### config.mk
export PLATFORM = sky130hd
export DESIGN_NAME = alu_muldiv_seq
export DESIGN_NICKNAME = d
export VERILOG_FILES = /design/src/rtl/alu_muldiv_seq.sv
export SDC_FILE = /design/constraint.sdc
export NUM_CORES = 1
export LEC_CHECK = 0
export BUFFER_PORTS_ARGS = -buffer_cell sky130_fd_sc_hd__buf_2
export CAP_MARGIN = 20
export CORE_ASPECT_RATIO = 0.6
export CORE_MARGIN = 4
export CORE_UTILIZATION = 35
export CTS_CLUSTER_SIZE = 12
export DETAILED_ROUTE_END_ITERATION = 12
export PLACE_DENSITY = 0.62
export SKIP_CTS_REPAIR_TIMING = 1
export SLEW_MARGIN = 5
export SYNTH_ARGS = -nofsm -noshare
export SYNTH_HDL_FRONTEND = slang
export SYNTH_SLANG_ARGS = --single-unit
### constraint.sdc
create_clock -name clk -period 7.4 [get_ports clk]
set_input_delay 0.74 -clock clk [delete_from_list [all_inputs] [get_ports clk]]
set_output_delay 0.74 -clock clk [all_outputs]
set_load 0.05 [all_outputs]
### src/rtl/alu_muldiv_seq.sv
// Bit-serial unsigned multiply/divide sequencer (MUL, MULHU, DIVU, REMU).
// Borrows the shared pipeline ALU for its add/subtract, one iteration per cycle.
module alu_muldiv_seq #(
    parameter int DATA_WIDTH    = 32,
    parameter int OPCODE_LENGTH = 4
) (
    input  logic                     clk,
    input  logic                     reset,
    input  logic                     start,
    input  logic [1:0]               funct,
    input  logic [DATA_WIDTH-1:0]    op_a,
    input  logic [DATA_WIDTH-1:0]    op_b,
    output logic                     busy,
    output logic                     done,
    output logic [DATA_WIDTH-1:0]    result,
    output logic [DATA_WIDTH-1:0]    alu_srca,
    output logic [DATA_WIDTH-1:0]    alu_srcb,
    output logic [OPCODE_LENGTH-1:0] alu_op,
    input  logic [DATA_WIDTH-1:0]    alu_result
);

    localparam int CW = $clog2(DATA_WIDTH);
    localparam logic [OPCODE_LENGTH-1:0] OP_ADD = OPCODE_LENGTH'(4'b0010);
    localparam logic [OPCODE_LENGTH-1:0] OP_SUB = OPCODE_LENGTH'(4'b0011);
    localparam logic [1:0] F_DIVU = 2'b10;

    typedef enum logic [1:0] {S_IDLE, S_RUN, S_DONE} state_t;

    state_t                state;
    logic [1:0]            fq;
    logic [DATA_WIDTH-1:0] acc;   // hi (multiply) / rem (divide)
    logic [DATA_WIDTH-1:0] low;   // lo (multiply) / quo (divide)
    logic [DATA_WIDTH-1:0] opnd;  // mcand (multiply) / dvs (divide)
    logic [CW-1:0]         cnt;

    logic [DATA_WIDTH-1:0] acc_nxt, low_nxt, div_r;
    logic                  div_take, mul_c, last;

    assign busy = (state == S_RUN);
    assign done = (state == S_DONE);
    assign last = (cnt == CW'(DATA_WIDTH - 1));

    assign div_r    = {acc[DATA_WIDTH-2:0], low[DATA_WIDTH-1]};
    // A set msb means the true remainder already exceeds any 32-bit divisor.
    assign div_take = acc[DATA_WIDTH-1] || (div_r >= opnd);
    assign mul_c    = (alu_result < acc);

    // NOTE: every always_comb output gets a default first so no path leaves it unassigned (no latch).
    always_comb begin
        alu_srca = '0;
        alu_srcb = '0;
        alu_op   = OP_ADD;
        acc_nxt  = acc;
        low_nxt  = low;
        if (state == S_RUN) begin
            if (fq[1]) begin
                alu_srca = div_r;
                alu_srcb = opnd;
                alu_op   = OP_SUB;
                acc_nxt  = div_take ? alu_result : div_r;
                low_nxt  = {low[DATA_WIDTH-2:0], div_take};
            end else begin
                alu_srca = acc;
                alu_srcb = low[0] ? opnd : '0;
                acc_nxt  = {mul_c, alu_result[DATA_WIDTH-1:1]};
                low_nxt  = {alu_result[0], low[DATA_WIDTH-1:1]};
            end
        end
    end

    // NOTE: sequential state uses non-blocking assignments so every register samples pre-edge values.
    always_ff @(posedge clk) begin
        if (reset) begin
            state  <= S_IDLE;
            fq     <= '0;
            acc    <= '0;
            low    <= '0;
            opnd   <= '0;
            cnt    <= '0;
            result <= '0;
        end else begin
            case (state)
                S_RUN: begin
                    acc <= acc_nxt;
                    low <= low_nxt;
                    cnt <= cnt + CW'(1);
                    if (last) begin
                        state  <= S_DONE;
                        result <= fq[0] ? acc_nxt : low_nxt;
                    end
                end
                default: begin
                    if (start) begin
                        fq   <= funct;
                        acc  <= '0;
                        low  <= op_a;
                        opnd <= op_b;
                        cnt  <= '0;
                        // Divide by zero resolves immediately with RISC-V results.
                        if (funct[1] && (op_b == '0)) begin
                            state  <= S_DONE;
                            result <= (funct == F_DIVU) ? '1 : op_a;
                        end else begin
                            state <= S_RUN;
                        end
                    end else begin
                        state <= S_IDLE;
                    end
                end
            endcase
        end
    end

endmodule

==> results.txt, run 1 <==
----------------------------------------------------
[STA]
  Rel. slew slack ... 25.7%
  Hold violation total from the final report ... 0
  # setup viols final ... 0
  Maximum operating frequency ... 280 MHz
  Crit path time final ... 3.58 ns
  Fin crit share ... 48.3%
  Unrepaired setup endpoints after global routing ... false
  Slew @ Worst Pin ... 1.11 ns
  Total Neg Setup Slack ... 0 ns
  Setup Skew ... 0.0129 ns
  Slew Limit Fails ... 0

[Clocking]
  CTS tree ... yes
  Cts bufs inserted ... 17
  Number of H-tree branching levels ... 4
  Clock slew seen by the registers of the worst setup and hold paths ... 0.06 ns
  Num Clock Sinks ... 137
  Clk_lat worst skew ... 0.44 ns
  Worst-case clock buffer depth ... 2
  Clk root buf ... clkbuf_16

[Floorplan]
  Top Ports ... 203
  X dimension of the die ... 222 µm
  Overall die area ... 30400 µm²
  Site Rows ... 46
  Starting density of the core ... 36.0%
  Vert. Die Dim ... 137 µm
  Placeable core area ... 26800 µm²

[Run status]
  Outcome ... completed

[Yosys]
  Instance count of the mapped netlist ... 1255
  Commonest register cell after synthesis ... dfxtp_1
  Ys Warns ... 0
  Sequential cell area fraction in the yosys report ... 28.4%
  Share of the synthesized area in the top cell type ... 28.4%
  Number of register bits inferred by synthesis ... 137
  Post-Synthesis Cell Area ... 9650 µm²
  Synthesized area per cell ... 7.69 µm²
  Post-synth ARST share ... 0%
  Cell with the most instances after synthesis ... dfxtp_1
  Synth cell types ... 66
  Cell types with the largest area share after synthesis ... dfxtp_1 28%, ha_1 8.4%, a211oi_1 6.9%
  Count of flip-flops with a built-in enable after synthesis ... 0
  Commonest cells in the netlist ... 137 x dfxtp_1, 117 x nor2_1, 91 x nand2_1
  Cell type with the largest total area after synthesis ... dfxtp_1

[Routing]
  Number of antenna-violating nets in the routed design ... 0
  Wire per inst ... 19.8 µm
  Routed length on met1 ... 17100 µm
  Residual DRC count ... 0
  Total met2 wirelength after detailed routing ... 14600 µm
  DR pass1 iterations ... 5
  Vias after detailed routing ... 9904
  Top routing layer used ... met5
  Detailed Route WL ... 34800 µm
  Number of vias per cell after detailed routing ... 5.63
  Met3 wire length ... 2590 µm
  Iteration-0 DRC count of the detailed router ... 959

[Worst setup path]
  Kind of end point of the critical path ... register
  Kind of start point of the critical path ... register
  Worst reg2reg endpoint ... acc[16]
  Worst endpoint required time ... 7.72 ns
  Crit path max fanout ... 33
  Class of the most critical setup path ... reg2reg
  Setup slack on the worst flop-to-flop path ... 3.82 ns
  R2r startpoint ... low[31]
  Arrival time reported for the critical path endpoint ... 3.89 ns
  Worst-case reg-to-reg path depth ... 9

[Place]
  PortBufs ... 199
  Post-detailed-placement cell area ... 10700 µm²
  HPWL Detailed ... 25400 µm
  Post-placement cell count ... 1723
  Weighted congestion reported at the end of routability-driven placement ... 0.873

[Power]
  Standby leakage power ... 4.47 nW
  Total power per unit cell area ... 201 nW/µm²
  IR Drop Worst-Case VDD ... 0.000164 V

[GRT]
  Wire length of the first global-routing pass ... 53500 µm
  Number of antenna violations at the first check in global routing ... 5
  Overall Global Routing Usage ... 22.2%
  Number of global-route vias before repair ... 9418
  Grt ovf ... 0
  Maximum number of pins on one net before global-route repair ... 84

[Cells and area]
  Fraction of final layout cells sized beyond drive strength 1 ... 21.1%
  Number of fillers in the final layout ... 2765
  Area of all placed cells without fillers ... 11400 µm²
  Area growth syn-to-layout ... 18.0%
  Post-Layout Cell Count ... 1758
  Number of nets in the layout ... 1550

[Min path]
  Type of the worst min-delay path ... reg2reg
  Terminating pin of the worst hold path ... opnd[16]
  Worst hold path depth ... 2
  Worst Hold Launch ... opnd[16]

[Flow run]
  Max-cap check violation count ... 0

----------------------------------------------------
[placed cells by master (no fill, tap or decap), types with 34 or more instances in the layout]
master / count
a211oi_1: 89
o21ai_0: 82
dfxtp_1: 136
nor2b_1: 55
nor3_1: 42
mux2i_1: 63
nand2_1: 91
nand4_1: 35
ha_1: 65
a21oi_1: 62
inv_1: 69
buf_2: 198
nor2_1: 114
nand3_1: 34
[kinds of logic after synthesis]
| logic type | share of synthesized area (%) |
|---|---|
| compound gates | 22.8 |
| mux | 6.65 |
| flops | 28.4 |
| simple gates | 25.6 |
| fa+ha+maj | 8.43 |
| buf+inv | 7.98 |
| other cells | 0.0779 |
[where the power goes]
part           internal (mW)  leakage [nW]  total (mW)  switching [mW]
sequential             0.777          1.12       0.823          0.0459
combinational          0.184          3.05       0.542           0.358
clock                  0.565         0.299       0.918           0.354
total                   1.53          4.47        2.28           0.758
[flip-flops by register name, indices dropped and copies added (netlist names)]
| name | cells |
|---|---|
| cnt | 5 |
| opnd | 32 |
| fq | 2 |
| result | 32 |
| low | 32 |
| state | 2 |
| acc | 32 |
[how the worst max path moves through the flow]
stage,start,end,slack (ns),cells after the start
2_1_floorplan,fq[1],alu_srca[10],4.50,6
3_3_place_gp,start,result[0],3.20,9
3_5_place_dp,start,result[0],3.13,9
4_1_cts,start,result[0],3.57,9
5_1_grt,low[31],acc[16],3.69,9
6_report,low[31],acc[16],3.82,9
[critical path: stages, from the launching register on]
cell and delay (ns):
dfxtp_1 0.44, inv_1 0.11, ha_1 0.30, nand2b_4 0.13, a2111o_1 0.41, a311o_1 0.38, o211ai_4 0.92, nand4_1 0.29
and2_1 0.26, a32o_1 0.21
[cell type report]
| type | instances | area, µm² | share of cell area (%) |
|---|---|---|---|
| Multi-Input combinational cell | 943 | 6160 | 54.2 |
| Sequential cell | 137 | 2750 | 24.1 |
| Timing Repair Buffer | 214 | 1130 | 9.90 |
| Clock buffer | 20 | 478 | 4.20 |
| Tap cell | 360 | 450 | 3.96 |
| Inverter | 71 | 267 | 2.34 |
| Clock inverter | 11 | 141 | 1.24 |
| Antenna cell | 2 | 5.00 | 0.0440 |
[routing by layer]
layer  global-route usage [%]  vias up
li1                         -     4770
met1                     32.7     4745
met4                     5.30        8
met2                     33.2      342
met5                        0        -
met3                     4.78       39
[stage by stage]
| stage | util, % | worst slack [ns] | hold slack, ns | power (mW) |
|---|---|---|---|---|
| after floorplan | - | 4.50 | 0.436 | 1.21 |
| after global routing | 42.5 | 3.69 | 0.472 | 2.38 |
| after CTS | 42.4 | 3.57 | 0.455 | 2.28 |
| after detailed placement | 40.1 | 3.13 | 0.447 | 1.37 |
| after global placement | 40.1 | 3.20 | 0.444 | 1.36 |
| final | 42.5 | 3.82 | 0.454 | 2.28 |
Note: power is estimated with default switching activity, not from simulation.
==> run 2: changes to the inputs <==
==> constraint.sdc (replaced) <==
create_clock -name clk -period 3.4 [get_ports clk]
set_input_delay 0.34 -clock clk [delete_from_list [all_inputs] [get_ports clk]]
set_output_delay 0.34 -clock clk [all_outputs]
set_load 0.05 [all_outputs]
==> run 2 against run 1 <==
Compared with the run above: register-to-register slack got worse by 3.4 ns; die area did not move; sequential share of layout area fell by 0.40 points; worst setup slack got worse by 3.4 ns; critical path type unchanged; critical endpoint is now result[5]; largest cell class unchanged.
==> results.txt, run 2 (synthesis results as in run 1) <==
----------------------------------------------------
[Floorplan]
  Starting density of the core ... 36.0% (unchanged)
  Site Rows ... 46 (unchanged)
  Vert. Die Dim ... 137 µm (unchanged)
  X dimension of the die ... 222 µm (unchanged)
  Placeable core area ... 26800 µm² (unchanged)
  Top Ports ... 203 (unchanged)
  Overall die area ... 30400 µm² (unchanged)

[GRT]
  Number of global-route vias before repair ... 9342 (-0.81%)
  Number of antenna violations at the first check in global routing ... 0 (-5)
  Wire length of the first global-routing pass ... 55200 µm (+3.2%)
  Maximum number of pins on one net before global-route repair ... 77 (-8.3%)
  Overall Global Routing Usage ... 23.2% (+0.95 points)
  Grt ovf ... 0 (unchanged)

[Worst setup path]
  R2r startpoint ... opnd[17]
  Kind of end point of the critical path ... register
  Worst-case reg-to-reg path depth ... 10 (+1)
  Worst endpoint required time ... 3.79 ns (-3.93 ns)
  Setup slack on the worst flop-to-flop path ... 0.40 ns (-3.42 ns)
  Class of the most critical setup path ... reg2reg
  Worst reg2reg endpoint ... result[5]
  Kind of start point of the critical path ... register
  Arrival time reported for the critical path endpoint ... 3.39 ns (-0.50 ns)
  Crit path max fanout ... 17 (-48%)

[Min path]
  Worst Hold Launch ... op_b[6]
  Worst hold path depth ... 3 (+1)
  Type of the worst min-delay path ... in2reg
  Terminating pin of the worst hold path ... opnd[6]

[STA]
  Maximum operating frequency ... 333 MHz (+19%)
  Hold violation total from the final report ... 0 (unchanged)
  # setup viols final ... 0 (unchanged)
  Slew Limit Fails ... 0 (unchanged)
  Total Neg Setup Slack ... 0 ns (unchanged)
  Slew @ Worst Pin ... 0.860 ns (-0.249 ns)
  Rel. slew slack ... 42.1% (+16 points)
  Min setup slack post-route ... 0.399 ns (-3.42 ns)
  Setup Skew ... 0.00867 ns (-0.00419 ns)
  Fin crit share ... 88.3% (+40 points)
  Crit path time final ... 3.00 ns (-0.575 ns)
  Unrepaired setup endpoints after global routing ... false

[Clocking]
  Clk root buf ... clkbuf_16
  Worst-case clock buffer depth ... 2 (unchanged)
  CTS tree ... yes
  Clk_lat worst skew ... 0.45 ns (about the same)
  Clock slew seen by the registers of the worst setup and hold paths ... 0.06 ns (about the same)
  Number of H-tree branching levels ... 4 (unchanged)
  Cts bufs inserted ... 17 (unchanged)
  Num Clock Sinks ... 137 (unchanged)

[Routing]
  DR pass1 iterations ... 6 (+1)
  Wire per inst ... 20.1 µm (+1.3%)
  Residual DRC count ... 0 (unchanged)
  Number of antenna-violating nets in the routed design ... 0 (unchanged)
  Vias after detailed routing ... 9983 (+0.80%)
  Iteration-0 DRC count of the detailed router ... 937 (-2.3%)
  Detailed Route WL ... 35700 µm (+2.6%)
  Number of vias per cell after detailed routing ... 5.61 (-0.45%)

[Cells and area]
  Area growth syn-to-layout ... 20.0%
  Total inserted antenna cells ... 0 (-2)
  Core Util, Final ... 43.2% (+0.72 points)
  Leading cell types in the layout, fill and taps excluded ... 198 x buf_2, 136 x dfxtp_1, 114 x nor2_1, 91 x nand2_1, 89 x a211oi_1
  Most common library cell in the layout ignoring fill and taps ... buf_2
  Fraction of final layout cells sized beyond drive strength 1 ... 22.3% (+1.3 points)
  Area taken by multi-input logic gates ... 6160 µm² (about the same)
  Number of fillers in the final layout ... 2750 (-0.54%)
  Sequential Area ... 2750 µm² (unchanged)
  Number of nets in the layout ... 1573 (+1.5%)

[Place]
  PortBufs ... 199 (unchanged)
  Weighted congestion reported at the end of routability-driven placement ... 0.882 (+1.1%)
  HPWL Detailed ... 26700 µm (+4.8%)
  Placement-stage worst setup slack ... 0.390 ns (-2.74 ns)

[Power]
  IR Drop Worst-Case VDD ... 0.000222 V (+35%)
  Standby leakage power ... 4.61 nW (+3.1%)
  PnR Total Power ... 5.09 mW (+120%)
  Total power per unit cell area ... 440 nW/µm² (+120%)

[Run status]
  Outcome ... completed

[Flow run]
  Max-cap check violation count ... 0 (unchanged)

----------------------------------------------------
[run 2: cell types whose count changed in the layout (fill, tap and decap cells not counted)]
cell        before  now
clkinvlp_4       3    1
clkbuf_8         2    3
inv_6            1    0
bufinv_16        3    4
clkinv_4         0    3
clkbuf_1         0    1
nor2_2           2    3
buf_8            2    0
buf_4           14   37
clkinv_2         4    3
clkbuf_16       18   17
buf_12           0    2
nor2_4           1    0
diode_2          2    0
[run 2: worst max-delay path, cell delays in order (launching register included)]
cell and delay [ns]:
dfxtp_1 0.33, inv_1 0.06, ha_1 0.30, a21oi_1 0.15
o21ai_0 0.23, a211oi_1 0.39, a31o_2 0.53, buf_12 0.22
nand3_2 0.09, a311oi_1 0.44, o31a_1 0.19
[run 2: how the worst max path moves through the flow]
stage / end / cells past startpoint / slack (ns) / from
2_1_floorplan: acc[28] / 10 / 0.87 / low[31]
4_1_cts: result[5] / 10 / 0.44 / low[31]
5_1_grt: result[2] / 9 / 0.24 / low[31]
3_3_place_gp: result[4] / 9 / 0.41 / op_b[18]
6_report: result[5] / 10 / 0.40 / opnd[17]
3_5_place_dp: result[2] / 9 / 0.39 / op_b[18]
[run 2: area by class of cell]
type / count / area share (%)
clock buffer: 21 / 4.07
tap: 360 / 3.89
multi-input combinational: 943 / 53.2
sequential: 137 / 23.7
inverter: 71 / 2.30
clock inverter: 11 / 1.46
timing repair buffer: 237 / 11.3
[run 2: routing by layer]
| metal | track usage (%) | part of all wire, % | up-vias | wire (µm) |
|---|---|---|---|---|
| met2 | 34.0 | 42 | 424 | 15100 |
| met4 | 5.99 | 1.5 | 0 | 528 |
| met5 | 0 | 0 | - | 0 |
| li1 | - | - | 4815 | - |
| met1 | 34.3 | 48 | 4705 | 17300 |
| met3 | 5.14 | 7.8 | 39 | 2800 |
[run 2: through the flow]
| stage | cells | hold WS [ns] | cell area [µm²] |
|---|---|---|---|
| after floorplan | 1256 | 0.436 | 9650 |
| after global placement | 1748 | 0.444 | 10900 |
| after detailed placement | 1748 | 0.448 | 10900 |
| after CTS | 1780 | 0.122 | 11600 |
| after global routing | 1780 | 0.135 | 11600 |
| final | 1780 | 0.145 | 11600 |
[run 2: power by group]
group	switching [mW]	total (mW)	internal, mW
sequential	0.0963	1.79	1.69
clock	0.765	2.05	1.28
combinational	0.808	1.25	0.441
==> run 3: changes to the inputs <==
--- a/config.mk
+++ b/config.mk
@@ -13,6 +13,7 @@
 export CTS_CLUSTER_SIZE = 12
 export DETAILED_ROUTE_END_ITERATION = 12
 export PLACE_DENSITY = 0.62
+export RECOVER_POWER = 100
 export SKIP_CTS_REPAIR_TIMING = 1
 export SLEW_MARGIN = 5
 export SYNTH_ARGS = -nofsm -noshare
==> run 3 against run 2 <==
Compared with the run above: sequential power is essentially flat; count of clock-buffer cells in the layout did not move; fmax decreased by 3.2%; worst hold slack hardly changed; core utilization is 0.58 points lower; worst setup slack got worse by 0.099 ns; total power down 0.40%; global-route usage unchanged; highest routed layer unchanged; register-to-register slack worse by 0.03 ns; non-clock buffer count stayed put.
==> results.txt, run 3 (synthesis results as in run 1) <==
----------------------------------------------------
[Power]
  Share of total power in sequential cells ... 35.3% (about the same)
  IR Drop Worst-Case VDD ... 0.000222 V (about the same)
  PnR Total Power ... 5.07 mW (-0.40%)
  Clock group share of total power ... 40.5% (+0.2 points)
  Standby leakage power ... 4.24 nW (-8.1%)
  Design internal power ... 3.40 mW (-0.37%)
  Part of the total power dissipated in combinational logic ... 24.2% (-0.3 points)
  Net switching share of the total power ... 32.8% (about the same)
  Total power per unit cell area ... 444 nW/µm² (+0.97%)
  Switching power ... 1.66 mW (-0.47%)

[Routing]
  Detailed Route WL ... 35700 µm (+0.11%)
  DR pass1 iterations ... 7 (+1)
  Number of antenna-violating nets in the routed design ... 0 (unchanged)
  Iteration-0 DRC count of the detailed router ... 828 (-12%)
  Wire per inst ... 20.1 µm (+0.11%)
  Vias after detailed routing ... 9950 (-0.33%)
  Number of vias per cell after detailed routing ... 5.59 (-0.33%)
  Residual DRC count ... 0 (unchanged)

[Clocking]
  Worst-case clock buffer depth ... 2 (unchanged)
  Clock slew seen by the registers of the worst setup and hold paths ... 0.06 ns (about the same)
  Clk root buf ... clkbuf_16
  Clk_lat worst skew ... 0.45 ns (about the same)
  Cts bufs inserted ... 17 (unchanged)
  CTS tree ... yes
  Num Clock Sinks ... 137 (unchanged)
  Number of H-tree branching levels ... 4 (unchanged)

[Cells and area]
  Total inserted antenna cells ... 0 (unchanged)
  Area taken by multi-input logic gates ... 6120 µm² (-0.71%)
  Fraction of final layout cells sized beyond drive strength 1 ... 16.1% (-6.2 points)
  Area of all placed cells without fillers ... 11400 µm² (-1.4%)
  Sequential Area ... 2750 µm² (unchanged)
  Area growth syn-to-layout ... 18.3%
  Number of nets in the layout ... 1573 (unchanged)
  Leading cell types in the layout, fill and taps excluded ... 136 x dfxtp_1, 115 x nor2_1, 105 x buf_2, 92 x o21ai_0, 91 x nand2_1
  Post-Layout Cell Count ... 1780 (unchanged)
  Number of fillers in the final layout ... 2796 (+1.7%)
  Most common library cell in the layout ignoring fill and taps ... dfxtp_1

[STA]
  Slew Limit Fails ... 0 (unchanged)
  Slew @ Worst Pin ... 1.18 ns (+0.317 ns)
  Total Neg Setup Slack ... 0 ns (unchanged)
  Fin crit share ... 91.2% (+2.9 points)
  Setup Skew ... 0.00950 ns (+0.000825 ns)
  # setup viols final ... 0 (unchanged)
  Hold violation total from the final report ... 0 (unchanged)
  Maximum operating frequency ... 323 MHz (-3.2%)
  Min setup slack post-route ... 0.300 ns (-0.0989 ns)
  Crit path time final ... 3.10 ns (+0.0989 ns)
  Unrepaired setup endpoints after global routing ... false
  Rel. slew slack ... 21.5% (-21 points)

[Flow run]
  Max-cap check violation count ... 0 (unchanged)

[Worst setup path]
  Worst setup path startpoint ... fq[1]
  Kind of end point of the critical path ... primary output
  Slowest Stage Delay on Critical Path ... 0.87 ns (+0.34 ns)
  Setup slack on the worst flop-to-flop path ... 0.37 ns (-0.03 ns)
  Count of cell instances traversed by the critical path ... 4 (-6)
  Kind of start point of the critical path ... register
  Arrival time reported for the critical path endpoint ... 2.76 ns (-0.63 ns)
  Worst-case reg-to-reg path depth ... 10 (unchanged)
  Worst path buffer plus inverter count ... 2 (unchanged)
  Crit path max fanout ... 76 (+59)
  Capture point of the critical path ... alu_srca[24]
  R2r startpoint ... low[31]
  Slowest stage cell, crit path ... dfxtp_4
  CP delay by family, top ... buffers and inverters
  Class of the most critical setup path ... reg2out
  Worst endpoint required time ... 3.06 ns (-0.73 ns)
  Cell breakdown of the critical path ... clkbuf_2 > mux2i_1 > nor2_1 > clkbuf_1
  Worst reg2reg endpoint ... result[5]

[GRT]
  Grt ovf ... 0 (unchanged)
  Overall Global Routing Usage ... 23.2% (unchanged)
  Wire length of the first global-routing pass ... 55200 µm (unchanged)
  Maximum number of pins on one net before global-route repair ... 77 (unchanged)
  Number of global-route vias before repair ... 9342 (unchanged)
  Number of antenna violations at the first check in global routing ... 0 (unchanged)

[Floorplan]
  X dimension of the die ... 222 µm (unchanged)
  Overall die area ... 30400 µm² (unchanged)
  Site Rows ... 46 (unchanged)
  Top Ports ... 203 (unchanged)
  Starting density of the core ... 36.0% (unchanged)
  Vert. Die Dim ... 137 µm (unchanged)
  Placeable core area ... 26800 µm² (unchanged)

[Run status]
  Outcome ... completed

[Place]
  HPWL Detailed ... 26700 µm (unchanged)
  Weighted congestion reported at the end of routability-driven placement ... 0.882 (unchanged)
  Post-placement cell count ... 1748 (unchanged)
  Placement-stage worst setup slack ... 0.390 ns (unchanged)
  Post-detailed-placement cell area ... 10900 µm² (unchanged)
  PortBufs ... 199 (unchanged)

[Min path]
  Type of the worst min-delay path ... in2reg

----------------------------------------------------
-- run 3: tightest hold or removal path, stage by stage --
cell	delay (ns)
buf_2	0.11
nand2_1	0.05
a21oi_1	0.05
-- run 3: cell type report --
type                            count  share of cell area (%)
Clock inverter                     11                    1.48
Sequential cell                   137                    24.1
Multi-Input combinational cell    943                    53.6
Clock buffer                       21                    4.12
Inverter                           71                    2.33
Tap cell                          360                    3.95
Timing Repair Buffer              237                    10.5
-- run 3: layer usage --
metal | vias to the layer above | wire length [µm] | track usage (%)
met5 | - | 0 | 0
met2 | 394 | 15200 | 34.0
met1 | 4693 | 17400 | 34.3
met4 | 0 | 570 | 5.99
met3 | 41 | 2630 | 5.14
li1 | 4822 | - | -
-- run 3: worst min-delay path by stage --
stage | startpoint | end | slack, ns | depth (start not counted)
final | op_b[6] | opnd[6] | 0.14 | 3
after global routing | op_b[4] | opnd[4] | 0.14 | 3
after floorplan | opnd[10] | opnd[10] | 0.44 | 2
after detailed placement | opnd[10] | opnd[10] | 0.45 | 2
after global placement | opnd[8] | opnd[8] | 0.44 | 2
after CTS | op_b[4] | opnd[4] | 0.12 | 3
-- run 3: power groups by stage --
stage	combinational, mW	sequential [mW]	clock [mW]
after floorplan	0.851	1.78	0
after global placement	1.20	1.82	0
after detailed placement	1.22	1.82	0
after CTS	1.23	1.79	2.08
after global routing	1.35	1.80	2.15
final	1.23	1.79	2.05
-- run 3: per-stage QoR --
step	util, %	hold WS [ns]
after floorplan	-	0.436
after global placement	40.8	0.444
after detailed placement	40.8	0.448
after CTS	43.2	0.122
after global routing	42.7	0.135
final	42.7	0.145
